<file path="src/rtl/mem_arbiter.sv">
// Two-requester arbiter (instruction fetch, data memory) in front of a shared single-port memory.
// Data requests win unless a pending fetch has already been passed over STARVE_MAX times in a row.
module mem_arbiter #(
   parameter int unsigned STARVE_MAX = 4,
   parameter int unsigned TIMEOUT    = 255
) (
   input  logic        clk,
   input  logic        rstn,
   input  logic        if_req,
   input  logic [31:0] if_addr,
   output logic [31:0] if_rdata,
   output logic        if_ready,
   input  logic        dm_req,
   input  logic        dm_we,
   input  logic [3:0]  dm_be,
   input  logic [31:0] dm_addr,
   input  logic [31:0] dm_wdata,
   output logic [31:0] dm_rdata,
   output logic        dm_ready,
   output logic        mem_en,
   output logic [3:0]  mem_we,
   output logic [31:0] mem_addr,
   output logic [31:0] mem_wdata,
   input  logic [31:0] mem_rdata,
   input  logic        mem_ack,
   output logic        stall,
   output logic        bus_err
);

   localparam int unsigned SW = (STARVE_MAX < 1) ? 1 : $clog2(STARVE_MAX + 1);
   localparam int unsigned BW = 8;

   typedef enum logic [1:0] {IDLE, BUSY_IF, BUSY_DM, DONE} state_t;

   state_t        state, state_d;
   logic [SW-1:0] starve_cnt, starve_cnt_d;
   logic [BW-1:0] busy_cnt, busy_cnt_d;
   logic [31:0]   cmd_addr, cmd_addr_d;
   logic [31:0]   cmd_wdata, cmd_wdata_d;
   logic          cmd_we, cmd_we_d;
   logic [3:0]    cmd_be, cmd_be_d;
   logic [31:0]   if_rdata_d, dm_rdata_d;
   logic          if_ready_d, dm_ready_d, bus_err_d, mem_en_d;
   logic [3:0]    mem_we_d;
   logic          starve_hit, timed_out;

   // Next-state, command capture and registered-output values
   always_comb begin
      state_d      = state;
      starve_cnt_d = starve_cnt;
      busy_cnt_d   = busy_cnt;
      cmd_addr_d   = cmd_addr;
      cmd_wdata_d  = cmd_wdata;
      cmd_we_d     = cmd_we;
      cmd_be_d     = cmd_be;
      if_rdata_d   = if_rdata;
      dm_rdata_d   = dm_rdata;
      if_ready_d   = 1'b0;
      dm_ready_d   = 1'b0;
      bus_err_d    = 1'b0;
      starve_hit   = if_req && (starve_cnt == SW'(STARVE_MAX));
      timed_out    = (busy_cnt == BW'(TIMEOUT - 1));

      unique case (state)
         IDLE: begin
            if (dm_req && !starve_hit) begin
               state_d     = BUSY_DM;
               busy_cnt_d  = '0;
               cmd_addr_d  = dm_addr;
               cmd_wdata_d = dm_wdata;
               cmd_we_d    = dm_we;
               cmd_be_d    = dm_be;
               if (!if_req)
                  starve_cnt_d = '0;
               else if (starve_cnt != SW'(STARVE_MAX))
                  starve_cnt_d = starve_cnt + SW'(1);
            end else if (if_req) begin
               state_d      = BUSY_IF;
               busy_cnt_d   = '0;
               cmd_addr_d   = if_addr;
               cmd_wdata_d  = '0;
               cmd_we_d     = 1'b0;
               cmd_be_d     = '0;
               starve_cnt_d = '0;
            end
         end
         BUSY_IF, BUSY_DM: begin
            // An ack on the last allowed cycle still counts as a normal completion
            if (mem_ack || timed_out) begin
               state_d   = DONE;
               bus_err_d = !mem_ack;
               if (state == BUSY_IF) begin
                  if_ready_d = 1'b1;
                  if_rdata_d = mem_ack ? mem_rdata : '0;
               end else begin
                  dm_ready_d = 1'b1;
                  if (!mem_ack)
                     dm_rdata_d = '0;
                  else if (!cmd_we)
                     dm_rdata_d = mem_rdata;
               end
            end else begin
               busy_cnt_d = busy_cnt + BW'(1);
            end
         end
         DONE: state_d = IDLE;
      endcase

      mem_en_d = (state_d == BUSY_IF) || (state_d == BUSY_DM);
      mem_we_d = ((state_d == BUSY_DM) && cmd_we_d) ? cmd_be_d : 4'b0000;
   end

   always_ff @(posedge clk or negedge rstn) begin
      if (!rstn) begin
         state      <= IDLE;
         starve_cnt <= '0;
         busy_cnt   <= '0;
         cmd_addr   <= '0;
         cmd_wdata  <= '0;
         cmd_we     <= 1'b0;
         cmd_be     <= '0;
         if_rdata   <= '0;
         dm_rdata   <= '0;
         if_ready   <= 1'b0;
         dm_ready   <= 1'b0;
         bus_err    <= 1'b0;
         mem_en     <= 1'b0;
         mem_we     <= '0;
      end else begin
         state      <= state_d;
         starve_cnt <= starve_cnt_d;
         busy_cnt   <= busy_cnt_d;
         cmd_addr   <= cmd_addr_d;
         cmd_wdata  <= cmd_wdata_d;
         cmd_we     <= cmd_we_d;
         cmd_be     <= cmd_be_d;
         if_rdata   <= if_rdata_d;
         dm_rdata   <= dm_rdata_d;
         if_ready   <= if_ready_d;
         dm_ready   <= dm_ready_d;
         bus_err    <= bus_err_d;
         mem_en     <= mem_en_d;
         mem_we     <= mem_we_d;
      end
   end

   assign mem_addr  = cmd_addr;
   assign mem_wdata = cmd_wdata;

   // Combinational so the pipeline holds in the same cycle the request appears
   assign stall = (if_req & ~if_ready) | (dm_req & ~dm_ready);

endmodule

</file>
<file path="config.mk">
export PLATFORM = sky130hd
export DESIGN_NAME = mem_arbiter
export DESIGN_NICKNAME = d
export VERILOG_FILES = /design/src/rtl/mem_arbiter.sv
export SDC_FILE = /design/constraint.sdc
export NUM_CORES = 1
export LEC_CHECK = 0
export CORE_MARGIN = 1
export CORE_UTILIZATION = 35
export CTS_BUF_LIST = sky130_fd_sc_hd__clkbuf_8
export DETAILED_ROUTE_END_ITERATION = 7
export PLACE_DENSITY = 0.79
export SLEW_MARGIN = 20
export SYNTH_ARGS = -nofsm -noshare
export SYNTH_HDL_FRONTEND = slang
export SYNTH_SLANG_ARGS = --single-unit
</file>
<file path="constraint.sdc">
create_clock -name clk -period 2.8 [get_ports clk]
set_input_delay 0.56 -clock clk [delete_from_list [all_inputs] [get_ports clk]]
set_output_delay 0.56 -clock clk [all_outputs]
set_load 0.05 [all_outputs]
</file>
==> results.md <==
* Critical Path AT at 1770 ps
* Critical path, cell by cell: clkdlybuf4s50_1, inv_1, o22ai_1, buf_12
* H-tree levels at 4
* Die Width at 139.1 um
* Yosys warns at 0
* Failing checks: design-rule violations
* Count of final setup violators at 0
* Largest net degree at the start of global routing at 100
* Fin. Hold Viols at 0
* Power Total at about 13000 uW
* Switching Share at 49.61%
* Initial DRC Count at 335
* Post-cts resize count at 0
* Yosys top cell by area: dfrtp_1
* Yosys top cell area share at between 50% and 60%
* Post-Route WL at about 19000 um
* Congestion Overflow GR at 0
* Tcrit/Tclk final at between 80 and 90%
* Seq/Total Area, Yosys at about three fifths
* Root Driver: clkbuf_8
* CTS clk-pin slew, worst paths at about 80 ps
* Crit path largest cell delay at 630 ps
* P per Cell Area at 1304 nW/um^2
* Final non-filler cell total at 1123
* Setup total negative slack at 0 ps
* Switching power at about 6400 uW
* Drt drc at 19
* All-layer global routing usage at 20.03%
* RSZ-0062 raised after global routing: no
* Syn_area_per_cell at 10.51 um^2
* Rows at 49
* Final Slew Violations at 0
* Critical path class: input port to primary output
* Hpwl dp at between 10000 and 15000 um
* CTS Buf Count at 17
* Worst vdd ir at around 0.69 mV
* Syn_nets at 771
* CP Capture Type: primary output
* Leakage power at 0.004378 uW
* WL/cell at 16.58 um
* Boundary pin count at 275
* Clock skew at 12.32 ps
* Post-synthesis cell count at 626
* Synthesis-to-layout area growth at 51.36%
* Crit path max fanout at 7
* Via count at 5700
* Ranking of synthesized cells by area: dfrtp_1 59%, nand2_1 8.0%, a32o_1 5.5%, and4_1 4.3%, a21o_1 3.7%
* Drt first pass iters at 8
* First-pass GRT wire length at around 31000 um
* Clock tree sinks at 154
* Minimum clock period at 2333 ps
* P_int at 6543 uW
* Status: complete, but fails checks
* Synthesized flop and latch total at 154
* Post-CTS Setup Inserts at 0
* CP startpoint kind: input port
* Layout cells sized above 1 at 6.376%
* Placed insts at 1091
* # diodes at 0
* Die height at 139.1 um
* Gpl congestion at 0.8250
* CTS tree: built
* Core ar. at 18210 um^2
* Hold-fix buffers, CTS at 0
* Vias/cell at 5.076
* Worst slew pin tran at 612.6 ps
* Port Buffers at 274
* Max Cap Violations at 0
* Slew HR at between 50% and 60%
* Comb pwr share at 58.4%
* Initial antenna violation count at 0
* DRT antenna net count at 0
* Clk_lat worst skew at around 450 ps
* Die ar. at 19350 um^2
* Critical-path top delay cell: clkdlybuf4s50_1
* Vias in the first global route at 5918
* Post-Syn Area at roughly 6600 um^2
* Maximum clock path buffer count at 2
* Post-route cell area at 9960 um^2
* Placement-stage cell area at 9539 um^2
* Achievable Freq at 428.7 MHz
* # nets final at 1026
* Flop pwr share at around 28%
* Initial Util at 36.14%
* Clock power frac at 13.6%
* Critical Path RT at about 2200 ps
* Min-delay worst type: input port to asynchronous set/reset pin
* Synth unique cells at 39
-- cell usage after synthesis, drive strengths merged --
| library cell | number |
|---|---|
| nand3 | 6 |
| o31ai | 3 |
| a21bo | 1 |
| nor2 | 36 |
| inv | 11 |
| nand2 | 140 |
| o21ai | 43 |
| and4 | 32 |
| o311ai | 1 |
| a31oi | 33 |
| nor2b | 8 |
| nand4 | 5 |
| nor3 | 2 |
| dfrtp | 154 |
| or4 | 1 |
| and2 | 3 |
| ha | 7 |
| o21bai | 2 |
| nor4 | 4 |
| a211o | 1 |
| o22ai | 1 |
| o21a | 1 |
| o221ai | 1 |
| a21o | 32 |
| o311a | 1 |
| o32ai | 1 |
| a32o | 36 |
| o211ai | 1 |
| buf | 26 |
| clkbuf | 25 |
| nand2b | 4 |
| a21oi | 1 |
| mux2i | 3 |
-- routing by layer --
metal,GRT usage [%],share of wire (%),vias to the layer above
met4,5.029,1.0,0
li1,-,-,2740
met2,33.92,49,225
met3,7.182,8.6,18
met1,24.20,41,2717
met5,0,0,-
-- cell families after synthesis --
group                    synth area share [%]
AO/OA/AOI/OAI                           17.51
AND/OR/NAND/NOR                         17.80
flip-flops                              58.57
adder cells (fa/ha/maj)                 1.331
multiplexers                           0.4564
buffers and inverters                   4.335
-- final cells by class --
| cell class | instances | area, um^2 |
|---|---|---|
| flip-flops and latches | 154 | 3854 |
| clock buffers | 17 | 234.0 |
| repair buffers | 287 | 2897 |
| well taps | 229 | 286.5 |
| clock inverters | 15 | 186.4 |
| fillers | 1593 | 8249 |
| inverters | 11 | 41.29 |
| multi-input cells | 410 | 2461 |
-- sequential cells by signal, indices dropped and copies added, names as in the netlist, 2 cells and up --
register,count
dm_rdata,32
starve_cnt,3
mem_addr,32
busy_cnt,8
state,2
if_rdata,32
mem_we,4
mem_wdata,32
cmd_be,4
-- final timing paths --
| path | from | end | slack (ps) | cells past startpoint |
|---|---|---|---|---|
| setup reg to reg | state[0] | mem_we[2] | 560 | 8 |
| setup / recovery | if_req | stall | 470 | 4 |
| hold reg to reg | if_rdata[3] | if_rdata[3] | 480 | 1 |
| max in group asynchronous | rstn | mem_wdata[0] | 2000 | 2 |
| min in group clk | mem_ack | bus_err | 400 | 2 |
| hold / removal | rstn | dm_rdata[26] | 110 | 1 |
-- through the flow --
| stage | setup WS, ps | hold WS (ps) | utilization (%) |
|---|---|---|---|
| floorplan | 726.0 | 264.4 | - |
| global placement | 386.4 | 458.2 | 52.39 |
| detailed placement | 313.8 | 464.8 | 52.39 |
| CTS | 459.9 | 101.0 | 54.70 |
| global route | 373.2 | 134.6 | 54.70 |
| finish | 467.4 | 105.2 | 54.70 |
-- critical path, delay by kind of cell --
| kind | cells | cell delay [ps] |
|---|---|---|
| buffers and inverters | 3 | 920 |
| AOI/OAI and AO/OA | 1 | 290 |
-- cells in the final DEF, fill, tap and decap left out, types with 2 or more instances in the layout --
cell             count
mux2i_1              3
bufinv_16            2
inv_1               12
a32o_1              36
clkdlybuf4s50_1    271
clkbuf_8            17
o21ai_0             42
ha_1                 7
nand3_1              5
nand2b_1             4
nand4_1              4
dfrtp_1            154
nor4_1               4
nand2_1            139
a21o_1              32
buf_4                9
buf_12               5
and2_1               3
a31oi_1             33
nor2b_1              8
inv_6                2
and4_1              32
clkinv_4             5
nor2_1              35
inv_8                4
o31ai_1              3
-- power by group through the flow --
stage,clock [uW],sequential (uW),combinational (uW)
final,1770,3640,7580
after floorplan,0,6560,2070
after global placement,0,3640,7530
after global routing,1920,3750,8010
after detailed placement,0,3690,7620
after CTS,1830,3640,7650
No activity file was read; power rests on OpenSTA's default activity.
